--- config.mk ---
export PLATFORM = sky130hd
export DESIGN_NAME = router_out_reader
export DESIGN_NICKNAME = d
export VERILOG_FILES = /design/src/rtl/router_pkg.sv /design/src/rtl/router_rx_parity.sv /design/src/rtl/router_out_reader.sv
export SDC_FILE = /design/constraint.sdc
export NUM_CORES = 1
export LEC_CHECK = 0
export BUFFER_PORTS_ARGS = -buffer_cell sky130_fd_sc_hd__clkbuf_2
export CORE_MARGIN = 10
export CORE_UTILIZATION = 31
export CTS_BUF_LIST = sky130_fd_sc_hd__clkbuf_2 sky130_fd_sc_hd__clkbuf_4 sky130_fd_sc_hd__clkbuf_8
export DETAILED_ROUTE_END_ITERATION = 10
export PLACE_DENSITY = 0.48
export SYNTH_ARGS = -nofsm -noshare
export SYNTH_HDL_FRONTEND = slang
export SYNTH_SLANG_ARGS = --single-unit
export TNS_END_PERCENT = 30
--- constraint.sdc ---
create_clock -name clock -period 4.4 [get_ports clock]
set_clock_uncertainty 0.1 [all_clocks]
set_input_delay 0.66 -clock clock [delete_from_list [all_inputs] [get_ports clock]]
set_output_delay 0.66 -clock clock [all_outputs]
set_load 0.005 [all_outputs]
--- src/rtl/router_pkg.sv ---
// router_pkg: router header layout, output FIFO timeout and reader FSM states
package router_pkg;
    localparam int LEN_MSB = 7;
    localparam int LEN_LSB = 2;
    localparam int LEN_W = LEN_MSB - LEN_LSB + 1;
    localparam int ADDR_W = 2;
    localparam int FIFO_TIMEOUT = 30;
    typedef enum logic [1:0] {IDLE, WAIT, READ, DRAIN} state_t;
endpackage

--- src/rtl/router_rx_parity.sv ---
// router_rx_parity: running XOR over header and payload, compared against the trailing parity byte
module router_rx_parity #(
    parameter int DATA_W = 8
) (
    input  logic              clock,
    input  logic              resetn,
    input  logic              clr,
    input  logic              seed,
    input  logic              acc,
    input  logic [DATA_W-1:0] din,
    output logic              mismatch
);
    logic [DATA_W-1:0] sum;

    always_ff @(posedge clock) begin
        if (!resetn || clr) sum <= '0;
        else if (seed) sum <= din;
        else if (acc) sum <= sum ^ din;
    end

    assign mismatch = sum != din;
endmodule

--- src/rtl/router_out_reader.sv ---
// router_out_reader: drains one router output port ahead of its FIFO timeout and checks each packet
// ROUTER_RX_STATS_EN adds saturating good/error packet counters
module router_out_reader
    import router_pkg::*;
#(
    parameter int DATA_W = 8,
    parameter int PORT_ID = 0,
    parameter int READ_DLY = 0
) (
    input  logic              clock,
    input  logic              resetn,
    input  logic              vld_out,
    input  logic [DATA_W-1:0] data_out,
    input  logic              soft_reset,
    output logic              read_enb,
    output logic [DATA_W-1:0] rx_data,
    output logic              rx_valid,
    output logic              rx_sop,
    output logic              rx_eop,
    output logic              pkt_done,
    output logic              parity_err,
    output logic              addr_err,
    output logic              abort,
    output logic              busy
`ifdef ROUTER_RX_STATS_EN
    ,
    output logic [15:0]       pkt_cnt,
    output logic [15:0]       err_cnt
`endif
);
    localparam logic [ADDR_W-1:0] MY_ADDR = ADDR_W'(PORT_ID);

    state_t           state;
    logic [4:0]       dly;
    logic [LEN_W-1:0] len;
    logic [ADDR_W-1:0] addr;
    logic [LEN_W:0]   issued, rx_idx, total;
    logic             hdr_known, rd_q, mismatch, kill, is_hdr, is_par, done;

    if (READ_DLY > FIFO_TIMEOUT - 2) begin : g_dly_chk
        $fatal(1, "router_out_reader: READ_DLY exceeds FIFO_TIMEOUT-2");
    end

    // Until the header returns the length is unknown; at most two reads can be in flight by then.
    assign total    = {1'b0, len} + (LEN_W + 1)'(2);
    assign kill     = soft_reset && state != IDLE;
    assign read_enb = state == READ && vld_out && (!hdr_known || issued < total) && !kill;
    assign is_hdr   = rd_q && !hdr_known;
    assign is_par   = rd_q && hdr_known && rx_idx == {1'b0, len} + (LEN_W + 1)'(1);
    assign done     = is_par && !kill;
    assign busy     = state != IDLE;

    router_rx_parity #(.DATA_W(DATA_W)) u_parity (
        .clock   (clock),
        .resetn  (resetn),
        .clr     (kill || done),
        .seed    (is_hdr),
        .acc     (rd_q && hdr_known && !is_par),
        .din     (data_out),
        .mismatch(mismatch)
    );

    always_ff @(posedge clock) begin
        if (!resetn) begin
            state      <= IDLE;
            dly        <= '0;
            len        <= '0;
            addr       <= '0;
            hdr_known  <= 1'b0;
            rd_q       <= 1'b0;
            issued     <= '0;
            rx_idx     <= '0;
            rx_data    <= '0;
            rx_valid   <= 1'b0;
            rx_sop     <= 1'b0;
            rx_eop     <= 1'b0;
            pkt_done   <= 1'b0;
            parity_err <= 1'b0;
            addr_err   <= 1'b0;
            abort      <= 1'b0;
        end else begin
            rd_q       <= read_enb;
            rx_valid   <= rd_q && !kill;
            rx_sop     <= is_hdr && !kill;
            rx_eop     <= done;
            pkt_done   <= done;
            parity_err <= done && mismatch;
            addr_err   <= done && addr != MY_ADDR;
            abort      <= kill;
            if (rd_q) rx_data <= data_out;
            if (rd_q) rx_idx <= rx_idx + 1'b1;
            if (read_enb) issued <= issued + 1'b1;
            if (is_hdr) begin
                len       <= data_out[LEN_MSB:LEN_LSB];
                addr      <= data_out[ADDR_W-1:0];
                hdr_known <= 1'b1;
            end
            if (kill || done) begin
                state     <= IDLE;
                hdr_known <= 1'b0;
                issued    <= '0;
                rx_idx    <= '0;
            end else begin
                case (state)
                    IDLE: if (vld_out) begin
                        state <= READ_DLY == 0 ? READ : WAIT;
                        dly   <= 5'(READ_DLY);
                    end
                    WAIT: begin
                        state <= (dly <= 5'd1) ? READ : WAIT;
                        dly   <= dly - 1'b1;
                    end
                    READ: if (hdr_known && issued + (LEN_W + 1)'(read_enb) >= total) state <= DRAIN;
                    default: ;
                endcase
            end
        end
    end

`ifdef ROUTER_RX_STATS_EN
    logic pkt_err;
    assign pkt_err = mismatch || addr != MY_ADDR;

    always_ff @(posedge clock) begin
        if (!resetn) begin
            pkt_cnt <= '0;
            err_cnt <= '0;
        end else if (done) begin
            if (!pkt_err && pkt_cnt != 16'hFFFF) pkt_cnt <= pkt_cnt + 1'b1;
            if (pkt_err && err_cnt != 16'hFFFF) err_cnt <= err_cnt + 1'b1;
        end
    end
`endif
endmodule

==> Yosys cells after proc, flatten, opt, wreduce, memory -nomap -nowiden <==
Index checks and enable logic that the tools add are counted.
{ "classes": {"mux": 8, "n_bitwise": 3, "div_mod_pow": 0, "n_addsub": 6, "reduce_logical": 30, "shift": 0, "n_eq_ne": 6, "order_cmp": 3, "mul": 0} }
{ "ops": {"columns": ["operator", "n"], "rows": [
  ["$mux W8", 2],
  ["$add A7 B1 Y7 const B", 2],
  ["$logic_and A1 B1 Y1", 14],
  ["$pmux W5 S2", 1],
  ["$ne A8 B8 Y1", 1],
  ["$reduce_bool A2 Y1", 4],
  ["$xor A8 B8 Y8", 1],
  ["$add A6 B1 Y7 const B", 1],
  ["$add A6 B2 Y7 const B", 1],
  ["$add A7 B1 Y7", 1],
  ["$eq A7 B7 Y1", 1],
  ["$ge A7 B7 Y1", 1],
  ["$lt A7 B7 Y1", 1],
  ["$mux W2", 3],
  ["$pmux W2 S3", 1],
  ["$reduce_and A3 Y1", 2],
  ["$le A5 B1 Y1 const B", 1],
  ["$mux W5", 1],
  ["$sub A5 B1 Y5 const B", 1],
  ["$logic_not A1 Y1", 4],
  ["$logic_or A1 B1 Y1", 3],
  ["$reduce_bool A3 Y1", 1],
  ["$eq A2 B1 Y1 const B", 1],
  ["$eq A2 B2 Y1 const B", 1],
  ["5 further kinds", 6]
]} }
{ "totals": {"ram_bits": 0, "inputBits": 12, "elab_cells": 72, "memories": 0, "out_inout_bits": 17, "latchBits": 0, "mem_bits_ro": 0, "ff_bits": 53} }

==> Longest topological paths before layout <==
{ "logic_depth": {"ltp_word": 10, "ltp_mapped": 20, "mapped_depth_nobuf": 18} }

==> By module <==
A second synthesis with hierarchy kept.
{ "unflattened": {"cells_unflattened": 370, "area_unflattened_um2": 3080.5} }
{ "by_module_without_submodules": {"columns": ["module", "seq_area_each_um2", "instances", "area_each_um2", "cells_per_inst"], "rows": [
  ["router_out_reader", 900.9, 1, 2577.5, 307],
  ["router_rx_parity", 160.2, 1, 503.0, 63]
]} }

==> Worst setup path after synthesis <==
OpenSTA, ideal clock, no wires.
{ "synth_path": {"kind": "register to register", "start": "register len[1]", "end": "register state[0]", "t_arrival_ps": 3524, "required_time_ps": 4228, "path_buffers": 1, "period_less_slack_ps": 3696, "setup_time_ps": 72, "slack_ps": 704, "stages_incl_launch_ff": 20, "cell_sequence": "dfxtp_1 > ha_1 > inv_1 > ha_1 > a21o_1 > a31oi_1 > o21ai_2 > o211a_4 > buf_6 > nor2_1 > ha_1 > ha_1 > nand2_1 > xnor2_1 > ha_1 > a21o_1 > a31oi_1 > a21oi_1 > o21ai_0 > mux2i_1"} }
{ "synth_via": {"elab_chain_cells": 10, "elab_cells_between_ends": 16, "cone_classes": "3 x add/sub; 2 x order compare; 2 x eq/ne; 9 x reduce/logical"} }
{ "synth_rtl": {"columns": ["item", "line_no", "rtl"], "rows": [
  ["start, declared", "router_out_reader.sv:35", "logic [LEN_W-1:0] len;"],
  ["start signal, assigned", "router_out_reader.sv:94", "len <= data_out[LEN_MSB:LEN_LSB];"],
  ["$add A6 B2 Y7", "router_out_reader.sv:45", "assign total = {1'b0, len} + (LEN_W + 1)'(2);"],
  ["$lt A7 B7 Y1", "router_out_reader.sv:47", "assign read_enb = state == READ && vld_out && (!hdr_known || issued < total) && !kill;"],
  ["$logic_or A1 B1 Y1", "router_out_reader.sv:47", null],
  ["$logic_and A1 B1 Y1 (2 in series)", "router_out_reader.sv:47", null],
  ["named net read_enb", "router_out_reader.sv:15", "output logic read_enb,"],
  ["$add A7 B1 Y7", "router_out_reader.sv:113", "READ: if (hdr_known && issued + (LEN_W + 1)'(read_enb) >= total) state <= DRAIN;"],
  ["$ge A7 B7 Y1", "router_out_reader.sv:113", null],
  ["$logic_and A1 B1 Y1", "router_out_reader.sv:113", null],
  ["$ne A2 B1 Y1 (no source line)", null, null],
  ["$reduce_and A3 Y1 (no source line)", null, null],
  ["end signal, assigned", "router_out_reader.sv:106", "state <= READ_DLY == 0 ? READ : WAIT;"],
  ["end signal, assigned", "router_out_reader.sv:110", "state <= (dly <= 5'd1) ? READ : WAIT;"],
  ["end, declared", "router_out_reader.sv:33", "state_t state;"]
]} }
The timed path passes the listed nets, and every way through them passes these cells.
A chain may end at the register's enable or synchronous reset.

==> Final worst setup path <==
{ "layout_path": {"start": "register len[2]", "end": "register state[0]"} }
{ "layout_via": {"elab_chain_cells": 10, "elab_cells_between_ends": 16, "cone_classes": "3 x add/sub; 2 x order compare; 2 x eq/ne; 9 x reduce/logical"} }
{ "layout_rtl": {"columns": ["item", "line_no"], "rows": [
  ["$add A6 B2 Y7", "router_out_reader.sv:45"],
  ["$lt A7 B7 Y1", "router_out_reader.sv:47"],
  ["$logic_or A1 B1 Y1", "router_out_reader.sv:47"],
  ["$logic_and A1 B1 Y1 (2 in series)", "router_out_reader.sv:47"],
  ["$add A7 B1 Y7", "router_out_reader.sv:113"],
  ["$ge A7 B7 Y1", "router_out_reader.sv:113"],
  ["$logic_and A1 B1 Y1", "router_out_reader.sv:113"],
  ["$ne A2 B1 Y1 (no source line)", null],
  ["$reduce_and A3 Y1 (no source line)", null]
]} }
Several ways; a longest one is shown, not always the timed one.

==> impl_results.html <==
<table>
<tr><th>Metric</th><th>Value</th></tr>
<tr><th colspan="2">Outcome</th></tr>
<tr><td>Run status</td><td>complete, no violations</td></tr>
<tr><th colspan="2">Synthesis</th></tr>
<tr><td>Post-Synthesis Net Count</td><td>394</td></tr>
<tr><td>Ys Warns</td><td>0</td></tr>
<tr><td>Most common flop cell mapped by yosys</td><td>dfxtp_1</td></tr>
<tr><td>Sequential fraction of the synthesis area</td><td>32.8%</td></tr>
<tr><td>Synthesis-stage register bit count</td><td>53</td></tr>
<tr><td>Top-area cell type share of the netlist area</td><td>32.8%</td></tr>
<tr><td>Most area-consuming cells after synthesis</td><td>dfxtp_1 33%, ha_1 9.3%, xor2_1 4.9%, nand2_1 4.1%, mux2i_1 3.4%</td></tr>
<tr><td>Share of synthesized flip-flops with an asynchronous set or reset</td><td>0%</td></tr>
<tr><td>Cell with the most instances after synthesis</td><td>dfxtp_1</td></tr>
<tr><td>Cell type with the highest aggregate area in the netlist</td><td>dfxtp_1</td></tr>
<tr><td>Number of distinct library cell variants in the gate-level netlist after synthesis</td><td>59</td></tr>
<tr><td>Synth Cell Area</td><td>3240 um2</td></tr>
<tr><td>Count of flip-flops with a built-in enable after synthesis</td><td>0</td></tr>
<tr><td>Leading post-synthesis cells by instance count</td><td>53 x dfxtp_1, 35 x nand2_1, 24 x ha_1, 24 x nor2_1, 18 x xor2_1</td></tr>
<tr><td>Post-synthesis instance total</td><td>358</td></tr>
<tr><td>Post-synthesis average cell area</td><td>9.04 um2</td></tr>
<tr><th colspan="2">Cells and area</th></tr>
<tr><td>Diode insertion count for antenna repair</td><td>0</td></tr>
<tr><td>Total area of sequential cells</td><td>1060 um2</td></tr>
<tr><td>Fraction of layout cells with a size suffix above 1</td><td>18.0%</td></tr>
<tr><td>Total Nets Final</td><td>413</td></tr>
<tr><td>Fill cell count</td><td>1058</td></tr>
<tr><td>Syn-to-layout area delta</td><td>9.58%</td></tr>
<tr><td>Area of the multi-input gates</td><td>1980 um2</td></tr>
<tr><td>Post-route cell area</td><td>3550 um2</td></tr>
<tr><th colspan="2">Clock tree</th></tr>
<tr><td>Post-cts hold buffer count</td><td>0</td></tr>
<tr><td>Clock tree buffer depth</td><td>2</td></tr>
<tr><td>CTS Root Buffer Type</td><td>clkbuf_8</td></tr>
<tr><td>Setup Buffers After CTS</td><td>0</td></tr>
<tr><td>Total number of clock tree sinks</td><td>53</td></tr>
<tr><td>Cells resized by post-CTS repair</td><td>0</td></tr>
<tr><td>Clock insertion delay at the later pin of the skew report</td><td>310 ps</td></tr>
<tr><td>CTS Buf Count</td><td>5</td></tr>
<tr><td>Depth of the CTS H-tree</td><td>2</td></tr>
<tr><td>TritonCTS clock tree</td><td>done</td></tr>
<tr><td>Clock slew at reported path FFs</td><td>100 ps</td></tr>
<tr><th colspan="2">Timing</th></tr>
<tr><td>Highest clock rate</td><td>256 MHz</td></tr>
<tr><td>Slew margin rel.</td><td>54.2%</td></tr>
<tr><td>Number of pins with negative max-slew slack in the final report</td><td>0</td></tr>
<tr><td>Slew at the pin closest to its max-slew limit</td><td>685 ps</td></tr>
<tr><td>Final critical path time including I/O delays and setup</td><td>3910 ps</td></tr>
<tr><td>Portion of the clock cycle consumed by the worst path in the final layout</td><td>88.9%</td></tr>
<tr><td>Final count of negative-setup-slack endpoints</td><td>0</td></tr>
<tr><td>Final setup TNS</td><td>0 ps</td></tr>
<tr><td>Setup repair after global routing missed its margin</td><td>no</td></tr>
<tr><td>Final hold violation count</td><td>0</td></tr>
<tr><th colspan="2">Placement</th></tr>
<tr><td>Number of port buffers</td><td>28</td></tr>
<tr><td>Detailed-placement wirelength estimate</td><td>5270 um</td></tr>
<tr><td>Area of placed instances</td><td>3430 um2</td></tr>
<tr><td>Final RePlAce weighted congestion</td><td>0.761</td></tr>
<tr><th colspan="2">Power and ir drop</th></tr>
<tr><td>P per Cell Area</td><td>307 nW/um2</td></tr>
<tr><td>Total power</td><td>1090 uW</td></tr>
<tr><td>Largest voltage drop on the vdd net</td><td>0.119 mV</td></tr>
<tr><td>P_leak</td><td>0.00133 uW</td></tr>
<tr><th colspan="2">Hold path</th></tr>
<tr><td>Worst hold path type</td><td>reg2reg</td></tr>
<tr><th colspan="2">Worst setup path</th></tr>
<tr><td>CP Data Arrival Time</td><td>4060 ps</td></tr>
<tr><td>Worst-path fanout max</td><td>13</td></tr>
<tr><td>Data required time of the worst path</td><td>4550 ps</td></tr>
<tr><td>Worst Setup End Kind</td><td>flip-flop</td></tr>
<tr><td>Type of the worst setup path</td><td>reg2reg</td></tr>
<tr><td>Critical Path Source Type</td><td>flip-flop</td></tr>
<tr><th colspan="2">GRT</th></tr>
<tr><td>Initial antenna violation count</td><td>0</td></tr>
<tr><td>Total congestion overflow after global routing</td><td>0</td></tr>
<tr><td>Global Route Usage Sum</td><td>9.87%</td></tr>
<tr><td>Via count of the first global-routing pass</td><td>2424</td></tr>
<tr><td>Global-route wire length before repair</td><td>12100 um</td></tr>
<tr><td>Maximum number of pins on one net before global-route repair</td><td>31</td></tr>
<tr><th colspan="2">Floorplan</th></tr>
<tr><td>Vertical extent of the die</td><td>122 um</td></tr>
<tr><td>Die X-Extent</td><td>122 um</td></tr>
<tr><td>Boundary pin count</td><td>29</td></tr>
<tr><td>Initial standard-cell utilization of the core</td><td>31.6%</td></tr>
<tr><td>Placeable core area</td><td>10200 um2</td></tr>
<tr><td>Core Rows</td><td>37</td></tr>
<tr><td>Overall die area</td><td>14900 um2</td></tr>
<tr><th colspan="2">Drt</th></tr>
<tr><td>Via-per-instance ratio</td><td>4.89</td></tr>
<tr><td>Remaining design rule violation count</td><td>0</td></tr>
<tr><td>Drt wl/cell</td><td>13.9 um</td></tr>
<tr><td>Routed WL</td><td>7150 um</td></tr>
<tr><td>DRT Pass-1 Iters</td><td>4</td></tr>
<tr><td>Total number of vias</td><td>2515</td></tr>
<tr><td>Count of routing violations after the opening detailed-route iteration</td><td>107</td></tr>
<tr><td>Post-DRT Antenna Nets</td><td>0</td></tr>
<tr><th colspan="2">Job</th></tr>
<tr><td>Number of maximum-capacitance constraint violations</td><td>0</td></tr>
</table>
-- final timing paths --
check / start / to / slack, ps / cells past startpoint
min: addr[0] / addr[0] / 380 / 2
max: len[2] / state[0] / 490 / 18
min reg2reg: addr[0] / addr[0] / 380 / 2
max reg2reg: len[2] / state[0] / 490 / 18
-- worst max-delay path, cell delays in order (launching register included) --
cell     delay [ps]
dfxtp_1         460
and2_2          230
nand2_1          70
xor2_1          220
ha_1            280
a21oi_1         180
o21ai_2          90
o211a_4         190
nor2_1          180
ha_1            200
ha_1            180
nand2_1          90
xnor2_1         130
ha_1            300
a21o_1          180
a31oi_1         200
a21oi_1         100
o21ai_0         280
mux2i_1         210
-- flip-flops by register name, indices dropped and copies added, names as in the netlist, 2 cells and up --
register / count
rx_data: 8
rx_idx: 7
issued: 7
len: 6
dly: 5
state: 2
addr: 2
u_parity.sum: 8
-- metal layers --
layer	track usage (%)	up-vias	wire (um)
met5	0	-	0
met1	13.0	1162	3570
li1	-	1303	-
met3	2.31	8	365
met2	15.4	42	3080
met4	3.39	0	131
-- cells by family after synthesis --
family | synth area share (%)
simple gates | 20.7
compound gates | 18.2
mux | 3.40
flops | 32.8
buf+inv | 6.22
fa+ha+maj | 9.58
xor+xnor | 9.12
-- report_power, final --
part | internal, uW | switching, uW
clock | 177 | 172
combinational | 81.4 | 138
sequential | 501 | 20.4
-- layout by cell type, fill, tap and decap left out, drive strengths merged, types with 2 or more instances in the layout --
master  netlist  layout
dfxtp        53      53
nand2        36      36
clkbuf        7      34
nor2         24      24
ha           24      24
xor2         20      20
a21oi        20      20
nand3        17      17
o21ai        17      17
inv          15      15
xnor2        12      12
mux2i        11      11
nand4        11      11
a211oi       10      10
nor2b         9       9
a21boi        8       8
and2          5       5
nand3b        4       4
o31ai         4       4
buf          13       4
nor3          4       4
or4           4       4
nor4          3       3
a31oi         3       3
nand2b        2       2
a21o          2       2
o211ai        2       2
and3          2       2
o211a         2       2
or3           2       2
-- layout make-up --
class | count | share of cell area, %
sequential | 53 | 29.9
clock inverter | 2 | 1.09
multi-input combinational | 270 | 55.7
tap | 136 | 4.80
clock buffer | 6 | 2.15
inverter | 15 | 1.59
timing repair buffer | 32 | 4.80
-- stage by stage --
step,util (%),setup slack [ps],hold WS [ps],instances
final,34.7,490,378,514
after global placement,33.6,574,356,506
after CTS,34.7,455,382,514
after detailed placement,33.6,468,352,506
after global routing,34.7,154,398,514
after floorplan,-,704,328,358
(Power assumes the default switching activity.)
